$ cat config.mk
export PLATFORM = sky130hd
export DESIGN_NAME = mac_relu_unit
export DESIGN_NICKNAME = d
export VERILOG_FILES = /design/src/rtl/mac_relu_unit.sv
export SDC_FILE = /design/constraint.sdc
export NUM_CORES = 1
export LEC_CHECK = 0
export CAP_MARGIN = 20
export CORE_ASPECT_RATIO = 1.2
export CORE_MARGIN = 10
export CORE_UTILIZATION = 30
export CTS_CLUSTER_DIAMETER = 100
export DETAILED_ROUTE_END_ITERATION = 8
export PLACE_DENSITY = 0.46
export SYNTH_ARGS = -nofsm -noshare
export SYNTH_HDL_FRONTEND = slang
export SYNTH_SLANG_ARGS = --single-unit
$ cat constraint.sdc
create_clock -name clk -period 10.8 [get_ports clk]
set_clock_uncertainty 0.1 [all_clocks]
set_input_delay 2.16 -clock clk [delete_from_list [all_inputs] [get_ports clk]]
set_output_delay 2.16 -clock clk [all_outputs]
set_load 0.02 [all_outputs]
$ cat src/rtl/mac_relu_unit.sv
// Signed multiply-accumulate with ReLU output: a multiply register feeds an accumulate register,
// and a combinational ReLU is applied to the accumulator.
module mac_relu_unit #(
    parameter int unsigned DATA_W = 32
) (
    input  logic                     clk,
    input  logic                     rst,
    input  logic                     i_enable,
    input  logic signed [DATA_W-1:0] i_a,
    input  logic signed [DATA_W-1:0] i_b,
    output logic signed [DATA_W-1:0] o_acc,
    output logic signed [DATA_W-1:0] o_relu_acc,
    output logic                     o_busy
);

    logic signed [2*DATA_W-1:0] w_a_ext;
    logic signed [2*DATA_W-1:0] w_b_ext;
    logic signed [2*DATA_W-1:0] w_prod_full;
    logic signed [DATA_W-1:0]   w_prod_trunc;

    logic signed [DATA_W-1:0]   r_prod;
    logic                       r_prod_v;
    logic signed [DATA_W-1:0]   r_acc;

    // Full-width signed product, then keep the low DATA_W bits.
    assign w_a_ext      = {{DATA_W{i_a[DATA_W-1]}}, i_a};
    assign w_b_ext      = {{DATA_W{i_b[DATA_W-1]}}, i_b};
    assign w_prod_full  = w_a_ext * w_b_ext;
    assign w_prod_trunc = w_prod_full[DATA_W-1:0];

    always_ff @(posedge clk) begin
        if (rst) begin
            r_prod   <= '0;
            r_prod_v <= 1'b0;
        end else begin
            r_prod_v <= i_enable;
            if (i_enable) begin
                r_prod <= w_prod_trunc;
            end
        end
    end

    // Wrap-around accumulation; no saturation.
    always_ff @(posedge clk) begin
        if (rst) begin
            r_acc <= '0;
        end else if (r_prod_v) begin
            r_acc <= r_acc + r_prod;
        end
    end

    always_comb begin
        o_acc      = r_acc;
        o_busy     = r_prod_v;
        o_relu_acc = r_acc[DATA_W-1] ? '0 : r_acc;
    end

endmodule

## Word level (Yosys, flattened, before mapping)

Index checks and enable logic that the tools add are counted.
W data, S select, Z words.

- Add/sub/neg operators: 1
- $mul: 1
- Div/mod/pow operators: 0
- $lt $le $gt $ge: 0
- Equal/unequal tests: 0
- Shift operators: 0
- Mux-type cells: 1
- Bitwise gates (word level): 0
- Reductions and logical operators: 0

Operator list:

| kind | count |
|---|---|
| $add A32 B32 Y32 | 1 |
| $mul A32 B32 Y32 | 1 |
| $mux W31 | 1 |

- Register bits after elaboration: 65
- Latch bits: 0
- Memory bits (writable): 0
- Memory bits (read-only): 0
- Bits of input ports: 67
- Output and inout bits: 65
- Word-level logic and storage cells: 6
- Memories: 0

## Depth between registers and ports, before layout

Gate-level depths: netlist (run 1).

- Depth after elaboration: 1
- Depth in mapped cells: 28
- Depth with buffers taken out: 26

## Worst setup path after synthesis (run 1)

OpenSTA, ideal clock, no wires.

- Path type: input to register
- Start: input port i_b[4]
- End: register r_prod[31]
- Arrival time: 8.600 ns
- Data required time: 10.572 ns
- Setup slack: 1.973 ns
- Stages on the path: 26
- Buffers on the path: 3
- Cells stage by stage: clkbuf_1 clkbuf_1 and2_1 fa_1 fa_1 inv_1 fa_1 fa_1 inv_1 fa_1 inv_1 fa_1 inv_1 fa_1 fa_1 ha_1 clkbuf_1 nand2_1 o21ai_0 nor2_1 a2111o_1 a31oi_1 a211oi_1 xnor2_1 mux2i_1 nor2_1

- Word-level cells in the longest chain between the ends: 1

RTL lines:

| item | RTL line | source |
|---|---|---|
| start: declaration | 10 | `input logic signed [DATA_W-1:0] i_b,` |
| $mul A32 B32 Y32 | 28 | `assign w_prod_full = w_a_ext * w_b_ext;` |
| end signal: assignment | 38 | `r_prod <= w_prod_trunc;` |
| end: declaration | 21 | `logic signed [DATA_W-1:0] r_prod;` |

No other way between the ends.
A chain may end at the register's enable or synchronous reset.

## Worst setup path in the final report (run 1)

- Start: input port i_b[2]
- End: register r_prod[31]

Same word-level chain as after synthesis.

==> metrics.md, run 1 <==
| Metric | Value |
|---|---|
| Status | `completed` |
| Fin. Hold Viols | `0` |
| Async SR Flop Fraction | `0%` |
| Final ANT Viol Nets | `0` |
| Fin area | `0.0231 sq mm` |
| Setup TNS | `0 ps` |
| Total wire length | `57900 um` |
| Pin count of the biggest net entering global routing | `85` |
| Drt wl/cell | `~18 um` |
| Initial antenna violation count | `2` |
| CTS hold repair buffers | `0` |
| Synth unique cells | `between 70 and 80` |
| Core area | `0.0674 sq mm` |
| Number of port buffers | `130` |
| Layout Nets | `3021` |
| Longest Clk Path Bufs | `2` |
| Number of setup buffers added after CTS | `0` |
| Die ar. | `0.0791 sq mm` |
| Maximum clock rate | `105 MHz` |
| Final min period | `roughly 9500 ps` |
| Fill cells | `7126` |
| Top post-synthesis cells by area | `fa_1 40%, ha_1 11%, and2_1 11%` |
| Critical path type | `in2reg` |
| RSZ-0062 raised after global routing | `no` |
| Detailed-placement wirelength estimate | `slightly below 50000 um` |
| Dominant synthesized flop cell | `dfxtp_1` |
| Crit path DAT | `about 9600 ps` |
| First-pass detailed-route iteration total | `5` |
| Critical Path Fanout Max | `16` |
| Root Buffer | `clkbuf_16` |
| Sink Count | `65` |
| # resized after CTS | `0` |
| Max Cap Viol | `0` |
| Type of origin of the critical path | `input pin` |
| Worst setup EP type | `flop` |
| Post-synth top area share | `between 40% and 50%` |
| Clk slew on worst S/H paths | `50 ps` |
| Flip-flop and latch count after synthesis | `65` |
| Post-synth top cells | `449 x inv_1, 409 x fa_1, 349 x and2_1` |
| CTS tree | `done` |
| Syn_nets | `2953` |
| H-tree depth | `3` |
| Setup violators final | `0` |
| GRT Total Usage | `approximately 15%` |
| Num CTS Buffers | `9` |
| DR DRC count | `0` |
| Vias in the first global route | `between 15000 and 20000` |
| Min-delay worst type | `reg2reg` |
| Yosys Warn Count | `0` |
| Most frequent cell after synthesis | `inv_1` |
| DIE HEIGHT | `306 um` |
| Die width | `258 um` |
| First-pass GRT wire length | `94000 um` |
| Vias per cell | `4.60` |
| Max Slew Vio Count | `0` |
| Slew Limit Headroom | `36.6%` |
| Starting DRC count in detailed routing | `around 600` |
| EDFF count, synth | `0` |
| Synth Cell Area | `0.0205 sq mm` |
| FP Rows | `between 100 and 150` |
| Tcrit/Tclk final | `88.3%` |
| Worst-Margin Slew | `approximately 950 ps` |
| Register area share after synthesis | `roughly 6.4%` |
| DP Area | `0.0227 sq mm` |
| Top cell type by total area after synthesis | `fa_1` |
| Vias | `15000` |
| Syn avg cell area | `just under 9 sq um` |
| Mapped Cells | `between 2000 and 2500` |
| Area growth from synthesis to layout | `12.7%` |
| Overflow after GRT | `0` |
| CP Data Required Time | `10900 ps` |
| Layout cell share with drive strength beyond 1 | `about 3%` |
| Ports | `132` |
| GPL Wtd Cong | `0.848` |
| Clock latency on the worst-skew pair | `350 ps` |
| Initial Utilization | `30.4%` |
## cell families after synthesis
family / share of synthesized area [%]
muxes: 1.86
xor gates and xnor gates: 4.52
other: 0.0183
DFF: 6.36
buffers and inverters: 10.3
AOI/OAI and AO/OA: 6.21
and+or+nand+nor: 19.7
adders and majority gates: 51.1
## area by class of cell
type | instances | area (sq um) | share of cell area, %
Sequential cell | 65 | 1300 | 5.65
Timing Repair Buffer | 167 | 1570 | 6.80
Antenna cell | 1 | 2.50 | 0.0109
Inverter | 449 | 1690 | 7.31
Clock inverter | 2 | 35.0 | 0.152
Multi-Input combinational cell | 1672 | 17100 | 74.0
Clock buffer | 14 | 274 | 1.19
Tap cell | 901 | 1130 | 4.89
## worst max-delay path: stages
cell	delay, ps
clkdlybuf4s50_1	820
buf_4	400
and2_1	170
fa_1	440
fa_1	400
inv_1	90
fa_1	450
fa_1	570
inv_1	60
fa_1	510
inv_1	60
fa_1	530
inv_1	50
fa_1	490
fa_1	410
ha_1	410
nand2_1	100
o21ai_0	280
nor2_1	110
a2111o_1	470
a31oi_1	200
a211oi_1	120
xnor2_1	140
mux2i_1	140
nor2_1	60
## per-layer routing
metal | vias up | routed length, um | track usage, %
met2 | 236 | 30000 | 27.6
met5 | - | 27 | 0
met1 | 7691 | 25200 | 18.4
met4 | 4 | 882 | 3.14
li1 | 7063 | - | -
met3 | 39 | 1790 | 1.52
## final timing paths
| kind | start | cells after the start | slack [ps] | endpoint |
|---|---|---|---|---|
| worst min-delay path | r_prod[14] | 2 | 370 | r_prod[14] |
| worst max-delay path | i_b[2] | 25 | 1260 | r_prod[31] |
| worst min register to register | r_prod[14] | 2 | 370 | r_prod[14] |
| worst max register to register | o_acc[0] | 12 | 7610 | o_acc[30] |
## metrics by stage
stage | util, % | std cells | setup WS (ps) | hold slack, ps
after floorplan | - | 2296 | 1970 | 345
after global placement | 33.7 | 3254 | 1030 | 364
after detailed placement | 33.7 | 3254 | 913 | 369
after CTS | 34.2 | 3270 | 1290 | 375
after global routing | 34.2 | 3270 | 885 | 416
final | 34.2 | 3271 | 1260 | 369
## sequential cells by signal (all words and copies together) (netlist names)
signal,cells
o_busy,1
o_acc,32
r_prod,32
## cells in the final DEF (no fill, tap or decap), types with 5 or more instances in the layout
master           instances
o21bai_1                 6
ha_1                   181
buf_4                   37
nor3b_1                  6
nor2_1                  75
a211o_1                  5
o22ai_1                  7
xnor2_1                 81
nor4b_1                  5
nand3_1                 16
o21a_1                   9
xor2_1                  22
a21oi_1                 45
mux2i_1                 37
clkdlybuf4s50_1        128
inv_1                  449
nand2_1                211
a21o_1                  23
nand2b_1                24
a211oi_1                13
nor2b_1                 35
dfxtp_1                 64
o21ai_0                 28
fa_1                   409
nor3_1                   5
and3_1                   5
a31oi_1                 13
and2_1                 349
clkbuf_16                9
Power of run 1 is left out: the tool's default activity adds up to more than one toggle a clock period on the data nets, which glitch-free logic cannot reach.
==> run 2, diff against run 1 <==
==> constraint.sdc (replaced) <==
create_clock -name clk -period 10.9 [get_ports clk]
set_clock_uncertainty 0.1 [all_clocks]
set_input_delay 2.18 -clock clk [delete_from_list [all_inputs] [get_ports clk]]
set_output_delay 2.18 -clock clk [all_outputs]
set_load 0.02 [all_outputs]
==> run 2 against run 1 <==
  * Setup slack gained 71 ps
  * Sequential cell count is the same
  * Core utilization about the same
  * Critical endpoint unchanged
  * Worst hold slack better by 0.94 ps
  * Via count rose by 0.11%
  * Die area stayed put
  * First-iteration DRC count is 8.9% lower
  * Non-clock buffer count increased by 1
  * Routed wire length up 1.0%
  * Register-to-register slack improved by 50 ps
  * Cell area about the same
  * Largest cell class unchanged
  * Sequential share of layout area about the same
==> metrics.md, run 2 (same netlist as run 1, synthesis figures left out) <==
| Metric | Value |
|---|---|
| Detailed-placement wirelength estimate | `50200 um (+0.89%)` |
| Dpl ws | `971 ps (+57.9 ps)` |
| DP Cell Count | `3255 (+0.031%)` |
| Tcrit/Tclk final | `87.8%` |
| FF-to-FF path depth | `12 (unchanged)` |
| Overflow after GRT | `0 (unchanged)` |
| Number of setup buffers added after CTS | `0 (unchanged)` |
| Worst setup EP type | `flop` |
| DIE HEIGHT | `306 um (unchanged)` |
| RSZ-0062 raised after global routing | `no` |
| Longest Clk Path Bufs | `2 (unchanged)` |
| Number of antenna repair diodes | `0 (-1)` |
| Type of origin of the critical path | `input pin` |
| CTS hold repair buffers | `0 (unchanged)` |
| Flop2flop setup slack | `7660 ps (+50 ps)` |
| Fin. Hold Viols | `0 (unchanged)` |
| Critical Path Fanout Max | `17 (+1)` |
| Fill cells | `7108 (-0.25%)` |
| M1 GR Usage | `18.8% (+0.40 points)` |
| CP Data Required Time | `11000 ps (+100 ps)` |
| GPL Wtd Cong | `0.833 (-1.9%)` |
| Vias in the first global route | `16900 (-0.012%)` |
| Sink Count | `65 (unchanged)` |
| Vias | `15100 (+0.11%)` |
| Vias per cell | `4.60 (+0.17%)` |
| Area growth from synthesis to layout | `12.7% (about the same)` |
| Initial Utilization | `30.4% (unchanged)` |
| Min-delay worst type | `reg2reg` |
| First-pass detailed-route iteration total | `5 (unchanged)` |
| Most frequent cells in the layout | `449 x inv_1, 409 x fa_1, 349 x and2_1` |
| Max Cap Viol | `0 (unchanged)` |
| Layout cell share with drive strength beyond 1 | `3.04% (+0.043 points)` |
| Die width | `258 um (unchanged)` |
| Setup ws final | `1330 ps (+71.3 ps)` |
| Worst hold stages | `2 (unchanged)` |
| Clock latency on the worst-skew pair | `350 ps (about the same)` |
| Clk slew on worst S/H paths | `50 ps (about the same)` |
| Hold Startpoint | `r_prod[14]` |
| Worst-Margin Slew | `937 ps (-14.0 ps)` |
| Setup violators final | `0 (unchanged)` |
| Drt wl/cell | `17.9 um (+1.1%)` |
| GRT Total Usage | `15.0% (+0.071 points)` |
| M2 GR Usage | `27.6% (+0.049 points)` |
| Slew Limit Headroom | `37.3% (+0.74 points)` |
| Final min period | `9570 ps` |
| DR DRC count | `0 (unchanged)` |
| Met3 usage | `1.41% (-0.11 points)` |
| # resized after CTS | `0 (unchanged)` |
| Hold Path End | `r_prod[14]` |
| Layout Nets | `3022 (+0.033%)` |
| Root Buffer | `clkbuf_16` |
| Worst r2r src | `o_acc[0]` |
| Critical path type | `in2reg` |
| Maximum clock rate | `105 MHz` |
| Post-Layout Cell Count | `3269 (-0.061%)` |
| Pin count of the biggest net entering global routing | `85 (unchanged)` |
| Starting DRC count in detailed routing | `532 (-8.9%)` |
| Number of port buffers | `130 (unchanged)` |
| First-pass GRT wire length | `94400 um (+0.36%)` |
| Commonest non-fill, non-tap cell in the layout | `inv_1` |
| FP Rows | `104 (unchanged)` |
| Ports | `132 (unchanged)` |
| Reg-to-reg endpoint | `o_acc[30]` |
| Num CTS Buffers | `9 (unchanged)` |
| Final ANT Viol Nets | `0 (unchanged)` |
| CTS tree | `done` |
| Status | `completed` |
| Crit path DAT | `9670 ps (+30 ps)` |
| Max Slew Vio Count | `0 (unchanged)` |
| Total wire length | `58500 um (+1.0%)` |
| Initial antenna violation count | `3 (+1)` |
| GR peak layer | `met2` |
| Core area | `0.0674 sq mm (unchanged)` |
| H-tree depth | `3 (unchanged)` |
| Die ar. | `0.0791 sq mm (unchanged)` |
| Setup TNS | `0 ps (unchanged)` |
==> run 2: cell types whose count changed in the layout (fill, tap and decap cells not counted), sizes merged <==
| cell | change |
|---|---|
| clkbuf | -3 |
| diode | -1 |
| bufinv | +1 |
| buf | +1 |
==> run 2: cell type report <==
type | instances | area, sq um | share of cell area [%]
clock buffer | 11 | 253 | 1.10
clock inverter | 3 | 65.1 | 0.282
inverter | 449 | 1690 | 7.30
multi-input combinational | 1672 | 17100 | 74.0
sequential | 65 | 1300 | 5.65
tap | 901 | 1130 | 4.89
timing repair buffer | 168 | 1580 | 6.83
==> run 2: how the worst max path moves through the flow <==
stage | end | startpoint | depth (start not counted) | slack [ps]
floorplan | r_prod[31] | i_b[4] | 26 | 2050
global placement | r_prod[31] | i_a[13] | 24 | 1110
detailed placement | r_prod[31] | i_b[3] | 25 | 970
CTS | r_prod[31] | i_b[3] | 25 | 1380
global route | r_prod[31] | i_b[3] | 25 | 970
finish | r_prod[31] | i_a[15] | 24 | 1330
==> run 2: per-layer routing <==
metal / wire length [um] / part of all wire (%)
met3: 1800 / 3.1
met5: 21 / 0.036
met4: 681 / 1.2
met2: 30300 / 52
met1: 25700 / 44
==> run 2: through the flow <==
step,utilization (%),area [sq um],hold WS (ps)
4_1_cts,34.2,23100,378
3_5_place_dp,33.8,22800,370
6_report,34.2,23100,370
5_1_grt,34.2,23100,404
3_3_place_gp,33.8,22800,367
2_1_floorplan,-,20500,345
==> run 2: worst max-delay path, stage by stage <==
cell and delay (ps):
clkdlybuf4s50_1 880, and2_1 420, fa_1 470, fa_1 500, inv_1 50, fa_1 460, fa_1 560, inv_1 60
fa_1 520, inv_1 60, fa_1 530, inv_1 50, fa_1 490, fa_1 420, ha_1 410, nand2_1 90
o21ai_0 250, nor2_1 100, a2111o_1 470, a31oi_1 210, a211oi_1 130, xnor2_1 140, mux2i_1 160, nor2_1 50
Power of run 2 is left out for the same reason.
